$ cat src/rtl/alu_share_ctrl.sv
// Round-robin arbiter/sequencer that shares one 32-bit ALU between two requesters.
// It keeps a separate NZCV flag context for each requester and registers every response.
module alu_share_ctrl #(
    parameter int unsigned DATA_W = 32,
    parameter int unsigned IV_W   = 16
) (
    input  logic              clk,
    input  logic              rst_n,

    input  logic              req0_valid,
    output logic              req0_ready,
    input  logic [DATA_W-1:0] req0_reg1,
    input  logic [DATA_W-1:0] req0_reg2,
    input  logic [IV_W-1:0]   req0_iv,
    input  logic [3:0]        req0_opcode,
    input  logic [3:0]        req0_cond,
    input  logic              req0_s,

    input  logic              req1_valid,
    output logic              req1_ready,
    input  logic [DATA_W-1:0] req1_reg1,
    input  logic [DATA_W-1:0] req1_reg2,
    input  logic [IV_W-1:0]   req1_iv,
    input  logic [3:0]        req1_opcode,
    input  logic [3:0]        req1_cond,
    input  logic              req1_s,

    output logic [DATA_W-1:0] alu_reg1,
    output logic [DATA_W-1:0] alu_reg2,
    output logic [IV_W-1:0]   alu_iv,
    output logic [3:0]        alu_opcode,
    output logic [3:0]        alu_cond,
    output logic              alu_s,
    output logic [3:0]        alu_flag,
    input  logic [DATA_W-1:0] alu_result,
    input  logic [3:0]        alu_new_flag,

    output logic              rsp_valid,
    input  logic              rsp_ready,
    output logic              rsp_id,
    output logic [DATA_W-1:0] rsp_result,
    output logic [3:0]        rsp_flag,

    output logic [3:0]        flags0,
    output logic [3:0]        flags1
);

    typedef enum logic [1:0] {IDLE, ISSUE, HOLD} state_t;

    state_t            state, state_nx;
    logic              grant;
    logic              last_grant;
    logic              accept;
    logic [DATA_W-1:0] op_reg1, op_reg2;
    logic [IV_W-1:0]   op_iv;
    logic [3:0]        op_opcode, op_cond;
    logic              op_s, op_id;
    logic [3:0]        cur_flag;

    // A tie goes to the requester that was not served last.
    always_comb begin
        if (req0_valid && req1_valid) grant = ~last_grant;
        else                          grant = req1_valid;
    end

    assign req0_ready = (state == IDLE) && req0_valid && !grant;
    assign req1_ready = (state == IDLE) && req1_valid &&  grant;
    assign accept     = req0_ready || req1_ready;

    always_comb begin
        state_nx = state;
        case (state)
            IDLE:    if (accept)    state_nx = ISSUE;
            ISSUE:                  state_nx = HOLD;
            HOLD:    if (rsp_ready) state_nx = IDLE;
            default:                state_nx = IDLE;
        endcase
    end

    always_ff @(posedge clk or negedge rst_n) begin
        if (!rst_n) state <= IDLE;
        else        state <= state_nx;
    end

    always_ff @(posedge clk or negedge rst_n) begin
        if (!rst_n) begin
            op_reg1   <= '0;
            op_reg2   <= '0;
            op_iv     <= '0;
            op_opcode <= '0;
            op_cond   <= '0;
            op_s      <= 1'b0;
            op_id     <= 1'b0;
        end else if (accept) begin
            op_id     <= grant;
            op_reg1   <= grant ? req1_reg1   : req0_reg1;
            op_reg2   <= grant ? req1_reg2   : req0_reg2;
            op_iv     <= grant ? req1_iv     : req0_iv;
            op_opcode <= grant ? req1_opcode : req0_opcode;
            op_cond   <= grant ? req1_cond   : req0_cond;
            op_s      <= grant ? req1_s      : req0_s;
        end
    end

    assign cur_flag = op_id ? flags1 : flags0;

    always_ff @(posedge clk or negedge rst_n) begin
        if (!rst_n) begin
            flags0     <= '0;
            flags1     <= '0;
            rsp_result <= '0;
            rsp_flag   <= '0;
            rsp_id     <= 1'b0;
            last_grant <= 1'b1;
        end else begin
            if (state == ISSUE) begin
                rsp_result <= alu_result;
                rsp_id     <= op_id;
                rsp_flag   <= op_s ? alu_new_flag : cur_flag;
                if (op_s && !op_id) flags0 <= alu_new_flag;
                if (op_s &&  op_id) flags1 <= alu_new_flag;
            end
            if (state == HOLD && rsp_ready) last_grant <= rsp_id;
        end
    end

    assign alu_reg1   = op_reg1;
    assign alu_reg2   = op_reg2;
    assign alu_iv     = op_iv;
    assign alu_opcode = op_opcode;
    assign alu_cond   = op_cond;
    assign alu_s      = (state == ISSUE) && op_s;
    assign alu_flag   = cur_flag;
    assign rsp_valid  = (state == HOLD);

endmodule

$ cat config.mk
export PLATFORM = sky130hd
export DESIGN_NAME = alu_share_ctrl
export DESIGN_NICKNAME = d
export VERILOG_FILES = /design/src/rtl/alu_share_ctrl.sv
export SDC_FILE = /design/constraint.sdc
export NUM_CORES = 1
export LEC_CHECK = 0
export ABC_AREA = 1
export CORE_AREA = 2 2 140 142
export CTS_CLUSTER_DIAMETER = 30
export DETAILED_ROUTE_END_ITERATION = 12
export DIE_AREA = 0 0 142 144
export PLACE_DENSITY = 0.76
export SKIP_CTS_REPAIR_TIMING = 1
export SLEW_MARGIN = 10
export SYNTH_ARGS = -nofsm -noshare
export SYNTH_HDL_FRONTEND = slang
export SYNTH_SLANG_ARGS = --single-unit
$ cat constraint.sdc
create_clock -name clk -period 2.24 [get_ports clk]
set_input_delay 0.224 -clock clk [delete_from_list [all_inputs] [get_ports clk]]
set_output_delay 0.224 -clock clk [all_outputs]
set_load 0.03 [all_outputs]
# After elaboration in Yosys (flattened, before gate mapping)
# Cells that the tools add are included.
# word_totals
reg_bits,138
# op_classes
n_eq_ne,4
muxes,12
bitwise,1
reduce_logical,16
# ops
op,count
32-bit 2-to-1 mux,2
16-bit 2-to-1 mux,1
4-bit 2-to-1 mux,4
1-bit logical AND,9
2-bit one-hot mux with 3 select lines,1
2-bit AND reduction,3
2-bit 2-to-1 mux,2
"2-bit by 1-bit == test with 1-bit output, second input constant",1
"2-bit == test, second input constant",1
1-bit zero test,2
2-bit zero test,1
1-bit 2-to-1 mux,2
"2-bit by 1-bit != test with 1-bit output, second input constant",1
"2-bit != test, second input constant",1
1-bit logical OR,1
1-bit NOT,1

# Longest topological paths before layout
# Gate-level depths: netlist of run 1.
# depth
depth_word,7
mapped_depth,8

# Least setup slack after synthesis of run 1
# OpenSTA, ideal clock, no wires.
# synth_timing
kind,flip-flop to output port
from,register last_grant
to,output req0_ready
arrival_ns,1.449
setup_slack_ns,0.567
path_stages_with_launch,5
n_path_buf,2
cell_sequence,dfstp_2 nand2_1 buf_2 clkbuf_1 a21oi_1
# synth_via
elab_chain_cells,4
# synth_lines
item,line_no,text
from (decl),52,logic last_grant;
from (signal assigned),123,if (state == HOLD && rsp_ready) last_grant <= rsp_id;
1-bit NOT,62,if (req0_valid && req1_valid) grant = ~last_grant;
1-bit 2-to-1 mux,62,
1-bit zero test,66,assign req0_ready = (state == IDLE) && req0_valid && !grant;
1-bit logical AND,66,
to (decl),11,"output logic req0_ready,"
# No other way between the ends.

# Worst setup path in the final report of run 1
# layout_timing
from,register op_id
to,output alu_flag[2]
# layout_via
elab_chain_cells,1
# layout_lines
item,line_no,text
from (decl),57,"logic op_s, op_id;"
from (signal assigned),95,op_id <= grant;
4-bit 2-to-1 mux,105,assign cur_flag = op_id ? flags1 : flags0;
to (decl),34,"output logic [3:0] alu_flag,"
# No other way between the ends.

==> out/qor.yml, run 1 <==
place_area_sq_um: 10500
grt_max_degree: 92
cellPowerDensity_nw_per_um2: 1460
p_leak_uw: 0.00554
area_delta_synth_final_pct: 65.9
vias: 7222
synth_mux_area_share_pct: 0
setup_tns_ns: 0
place.gp.congestion: 0.840
syn_nets: 1133
yosysUniqueCellTypes: 15
fp.dieH_um: 144
required_ns: 2.02
cts_made_buffers: 17
yosys_warnings: 0
viasPerCell: 4.82
crit_fanout: 10
max-slew-margin-rel_pct: 58.5
worstMarginPinSlew_ns: 0.623
wirelength_um: 23500
r2r_setup_slack_ns: 0.57
critPathKind: "reg2out"
synth_area_sq_um: 6700
dpl_worst_slack_ns: 0.364
wl_met3_um: 1570
fp.dieArea_sq_um: 20400
coreArea_sq_um: 19100
wl_met1_um: 9410
nets: 1466
clock_latency_ns: 0.42
finalSetupViolations: 0
final_cell_mix: "nand2_1, clkdlybuf4s50_1, nand3_1, dfrtp_1, buf_4"
synth_xor_area_share_pct: 0
num_antenna_cells: 0
skew_ns: 0.0115
io_pins: 360
rsz0062_at_grt: "false"
layout_commonest_cell: "nand2_1"
avgSynthCellArea_sq_um: 7.33
first_iter_violations: 333
io_buffer_count: 359
cp-end-kind: "output pin"
drtPass1Iterations: 5
ys_seq_area_share_pct: 51.6
dr_wl_met2_um: 11900
syn_inst: 914
grtUsageTotal_pct: 22.7
maxSlewViolCount: 0
vdd_drop_max_mv: 0.713
fill_cells: 1724
layout_min_cycle_time_ns: 2.15
cts.sinks: 138
antenna_found_initial: 1
worst_r2r_path_depth: 6
top_layer_used: "met5"
grt_pass1_wl_um: 36400
cp-start-kind: "flip-flop"
worstReg2RegEnd: "alu_reg2[14]"
root_buffer: "clkbuf_16"
fin_total_pwr_uw: 16200
drv_cap: 0
path_clk_slew_ns: 0.06
hp-class: "in2reg"
synthSimpleGateAreaFrac_pct: 42.6
antenna_left: 0
synth_top_family_by_area: "simple AND/OR/NAND/NOR gates"
drc_errors: 0
rows: 51
fin_ws_ns: 0.0934
grt.overflow.total: 0
endpoint: "alu_flag[2]"
die_w_um: 142
finalHoldViolations: 0
hpwl_um: 16800
clockBufferDepth: 2
synthAdderAreaFrac_pct: 0
final_area_sq_um: 11100
cp-startpoint: "op_id"
tritoncts: "yes"
drive_gt1_share_pct: 5.24
status: "finished clean"
synth_compound_area_share_pct: 0.523
r2r-start: "state[1]"
avgRoutedWirePerCell_um: 15.7
htree_levels: 4
clock.fmax_mhz: 466
finalCritPeriodShare_pct: 95.8
grt_pass1_vias: 6996
ys_seq_elements: 138
start_util_pct: 35.1
arrival_ns: 1.92
cell usage after synthesis, drive strengths merged:
cell type  instances  area share, %
nand3            189             14
a21oi              1          0.075
clkbuf            20            1.1
clkinv             1          0.056
o21ai              6           0.45
dfstp              1           0.39
nand2            501             28
dfrtp            137             51
inv                9           0.50
nor2               4           0.30
buf               45            3.7
cell families (layout without fill, tap and decap cells):
group / Yosys count / in the layout
DFF: 138 / 138
and+or+nand+nor: 694 / 694
buffers and inverters: 75 / 421
AOI/OAI and AO/OA: 7 / 7
layout make-up:
type                            count  area [sq um]  area share (%)
Multi-Input combinational cell    701          2910            26.2
Timing Repair Buffer              379          3800            34.2
Sequential cell                   138          3460            31.1
Inverter                           10          41.3           0.371
Clock inverter                     14           168            1.51
Clock buffer                       18           439            3.95
Tap cell                          238           298            2.68
flip-flops by register name, indices dropped and copies added, names as in the netlist, 2 cells and up:
register,cells
alu_opcode,4
alu_cond,4
flags1,4
state,2
alu_iv,16
rsp_result,32
flags0,4
alu_reg1,32
alu_reg2,32
rsp_flag,4
worst min-delay path by stage:
stage | to | cells past startpoint | slack (ns) | from
2_1_floorplan | alu_cond[0] | 0 | -0.07 | rst_n
3_5_place_dp | alu_iv[11] | 1 | 0.22 | rst_n
5_1_grt | alu_reg1[18] | 5 | 0.26 | req1_valid
3_3_place_gp | alu_iv[11] | 1 | 0.22 | rst_n
4_1_cts | alu_iv[11] | 1 | -0.23 | rst_n
6_report | alu_reg1[18] | 5 | 0.21 | req1_valid
worst max-delay path, cell delays in order, from the launching register on:
cell	delay [ns]
dfrtp_2	0.47
clkinvlp_4	0.18
nand2_1	0.07
nand2_1	0.09
clkdlybuf4s50_1	0.68
report_power, final:
| part | leakage [uW] | total, uW | internal (uW) | switching [uW] |
|---|---|---|---|---|
| combinational | 0.00354 | 8880 | 3430 | 5450 |
| clock | 0.000293 | 2890 | 1780 | 1110 |
| sequential | 0.00171 | 4420 | 3720 | 704 |
stage by stage:
step / hold slack [ns] / util [%] / cells
after floorplan: -0.0716 / - / 914
after global placement: 0.217 / 54.9 / 1463
after detailed placement: 0.217 / 54.9 / 1463
after CTS: -0.233 / 58.1 / 1495
after global routing: 0.261 / 58.3 / 1498
final: 0.213 / 58.3 / 1498
layer usage:
layer  GRT usage [%]  vias to the layer above
met5               0                        -
met4            8.84                        2
met3            5.46                       48
met2            39.2                      268
met1            27.4                     3343
li1                -                     3561
Note: power is estimated with default switching activity, not from simulation.
==> run 2: changes to the inputs <==
--- a/config.mk
+++ b/config.mk
@@ -6,11 +6,12 @@
 export NUM_CORES = 1
 export LEC_CHECK = 0
 export ABC_AREA = 1
-export CORE_AREA = 2 2 140 142
+export CORE_AREA = 2 2 142 144
 export CTS_CLUSTER_DIAMETER = 30
 export DETAILED_ROUTE_END_ITERATION = 12
-export DIE_AREA = 0 0 142 144
-export PLACE_DENSITY = 0.76
+export DIE_AREA = 0 0 144 146
+export DONT_BUFFER_PORTS = 1
+export PLACE_DENSITY = 0.5
 export SKIP_CTS_REPAIR_TIMING = 1
 export SLEW_MARGIN = 10
 export SYNTH_ARGS = -nofsm -noshare
==> run 2 against run 1 <==
  * The flow now finishes with violations (negative hold slack)
  * Combinational power decreased by 61%
  * Routed wire length decreased by 12%
  * Non-clock buffer count decreased by 329
  * Cell count decreased by 20%
  * Sequential power increased by 59%
  * Global-route usage decreased by 3.9 points
  * Utilization decreased by 18 points
  * First-iteration DRC count decreased by 9.0%
  * Clock power decreased by 2%
  * Clock skew increased by 0.0030 ns
  * Critical path type unchanged
  * Largest cell class is now flip-flops and latches
==> out/qor.yml, run 2 (synthesis gave the netlist of run 1 again) <==
violations: "negative hold slack"
antenna_found_initial: 1
arrival_ns: 1.87
crit_path_top_delay_cell: "dfstp_2"
avgRoutedWirePerCell_um: 17.4
fp.dieArea_sq_um: 21000
cts_made_buffers: 17
rsz0062_at_grt: "false"
io_buffer_count: 0
cp_num_buf_inv: 3
grt_pass1_vias: 5499
antenna_left: 0
path_clk_slew_ns: 0.06
maxSlewViolCount: 0
wirelength_um: 20800
finalSetupViolations: 0
drc_errors: 0
hpwl_um: 13900
clock.fmax_mhz: 478
grt_max_degree: 139
critPathTopFamily: "buffers and inverters"
clockBufferDepth: 2
layout_min_cycle_time_ns: 2.09
first_iter_violations: 303
root_buffer: "clkbuf_16"
rows: 51
area_delta_synth_final_pct: 17.4
slowest_delay_ns: 0.55
cts.sinks: 138
grtUsageTotal_pct: 18.8
htree_levels: 4
max-slew-margin-rel_pct: 67.5
viasPerCell: 4.99
whs_ns: -0.501
finalHoldViolations: 138
place.gp.congestion: 0.794
p_leak_uw: 0.00426
crit_fanout: 91
skew_ns: 0.0145
worstMarginPinSlew_ns: 0.488
cp-end-kind: "output pin"
drv_cap: 0
grt_pass1_wl_um: 30700
finalCritPeriodShare_pct: 93.4
vias: 5970
critPathKind: "reg2out"
r2r_setup_slack_ns: 0.63
tritoncts: "yes"
cellPowerDensity_nw_per_um2: 1690
start_util_pct: 34.7
coreArea_sq_um: 19300
vdd_drop_max_mv: 0.679
final_cell_mix: "nand2_1, nand3_1, dfrtp_1, dlygate4sd3_1, clkbuf_16"
hp-class: "in2async"
crit_chain: "nand2_4, nand3_4, buf_12, inv_1, buf_4"
drive_gt1_share_pct: 5.69
nets: 1137
status: "complete, but fails checks"
fp.dieH_um: 146
required_ns: 2.02
final_core_util_pct: 40.7
fill_cells: 2015
clock_latency_ns: 0.42
io_pins: 360
multi_input_area_sq_um: 2920
setup_tns_ns: 0
die_w_um: 144
register_area_sq_um: 3450
grt.overflow.total: 0
drtPass1Iterations: 5
cp-start-kind: "flip-flop"
fin_total_pwr_uw: 13300
layout_commonest_cell: "nand2_1"
run 2: cell count changes in the layout (fill, tap and decap cells not counted), sizes merged, moves of 2 or more:
cell | before | now
inv | 12 | 18
clkinv | 5 | 2
clkdlybuf4s50 | 354 | 0
dlygate4sd3 | 1 | 37
buf | 24 | 13
bufinv | 3 | 1
run 2: worst paths after layout:
check                                    end  cells after the start          from
worst min register to register    last_grant                      2    last_grant
worst min-delay path             alu_cond[0]                      0         rst_n
worst max-delay path              req1_ready                      5    last_grant
min in group clk                 alu_reg1[7]                      4  req0_reg1[7]
max in group asynchronous         last_grant                      0         rst_n
worst max register to register  alu_reg1[22]                      6      state[1]
run 2: worst register-to-register path, cell delays in order (launching register included):
cell and delay, ns:
dfrtp_1 0.41, nor2_1 0.29, nand3_4 0.15, nand2_4 0.28
buf_12 0.26, nand2_1 0.09, nand2_1 0.06
run 2: area by class of cell:
type,instances,share of cell area (%)
sequential,138,43.9
multi-input combinational,701,37.2
timing repair buffer,50,6.74
clock buffer,18,5.58
tap,265,4.21
clock inverter,14,1.88
inverter,10,0.477
antenna,1,0.0318
run 2: power breakdown:
part / switching (uW) / internal [uW]
Combinational: 2320 / 1170
Clock: 1210 / 1600
Sequential: 3340 / 3680
run 2: layer usage:
metal / global-route usage [%] / vias up / wire [um]
li1: - / 2905 / -
met5: 0 / - / 0
met1: 23.2 / 2782 / 8810
met2: 30.9 / 263 / 9850
met3: 6.78 / 20 / 1850
met4: 5.15 / 0 / 288
run 2: through the flow:
step | area [sq um] | setup WS, ns | std cells
global placement | 6910 | 0.538 | 1127
floorplan | 6700 | 0.567 | 914
CTS | 7490 | 0.0965 | 1159
finish | 7870 | 0.147 | 1197
global route | 7870 | 0.0132 | 1197
detailed placement | 6910 | 0.556 | 1127
==> run 3: changes to the inputs <==
--- a/config.mk
+++ b/config.mk
@@ -6,6 +6,7 @@
 export NUM_CORES = 1
 export LEC_CHECK = 0
 export ABC_AREA = 1
+export CAP_MARGIN = 30
 export CORE_AREA = 2 2 142 144
 export CTS_CLUSTER_DIAMETER = 30
 export DETAILED_ROUTE_END_ITERATION = 12
==> results of run 3 <==
Same layout as run 2: the final DEF is identical, and so are final timing and power.
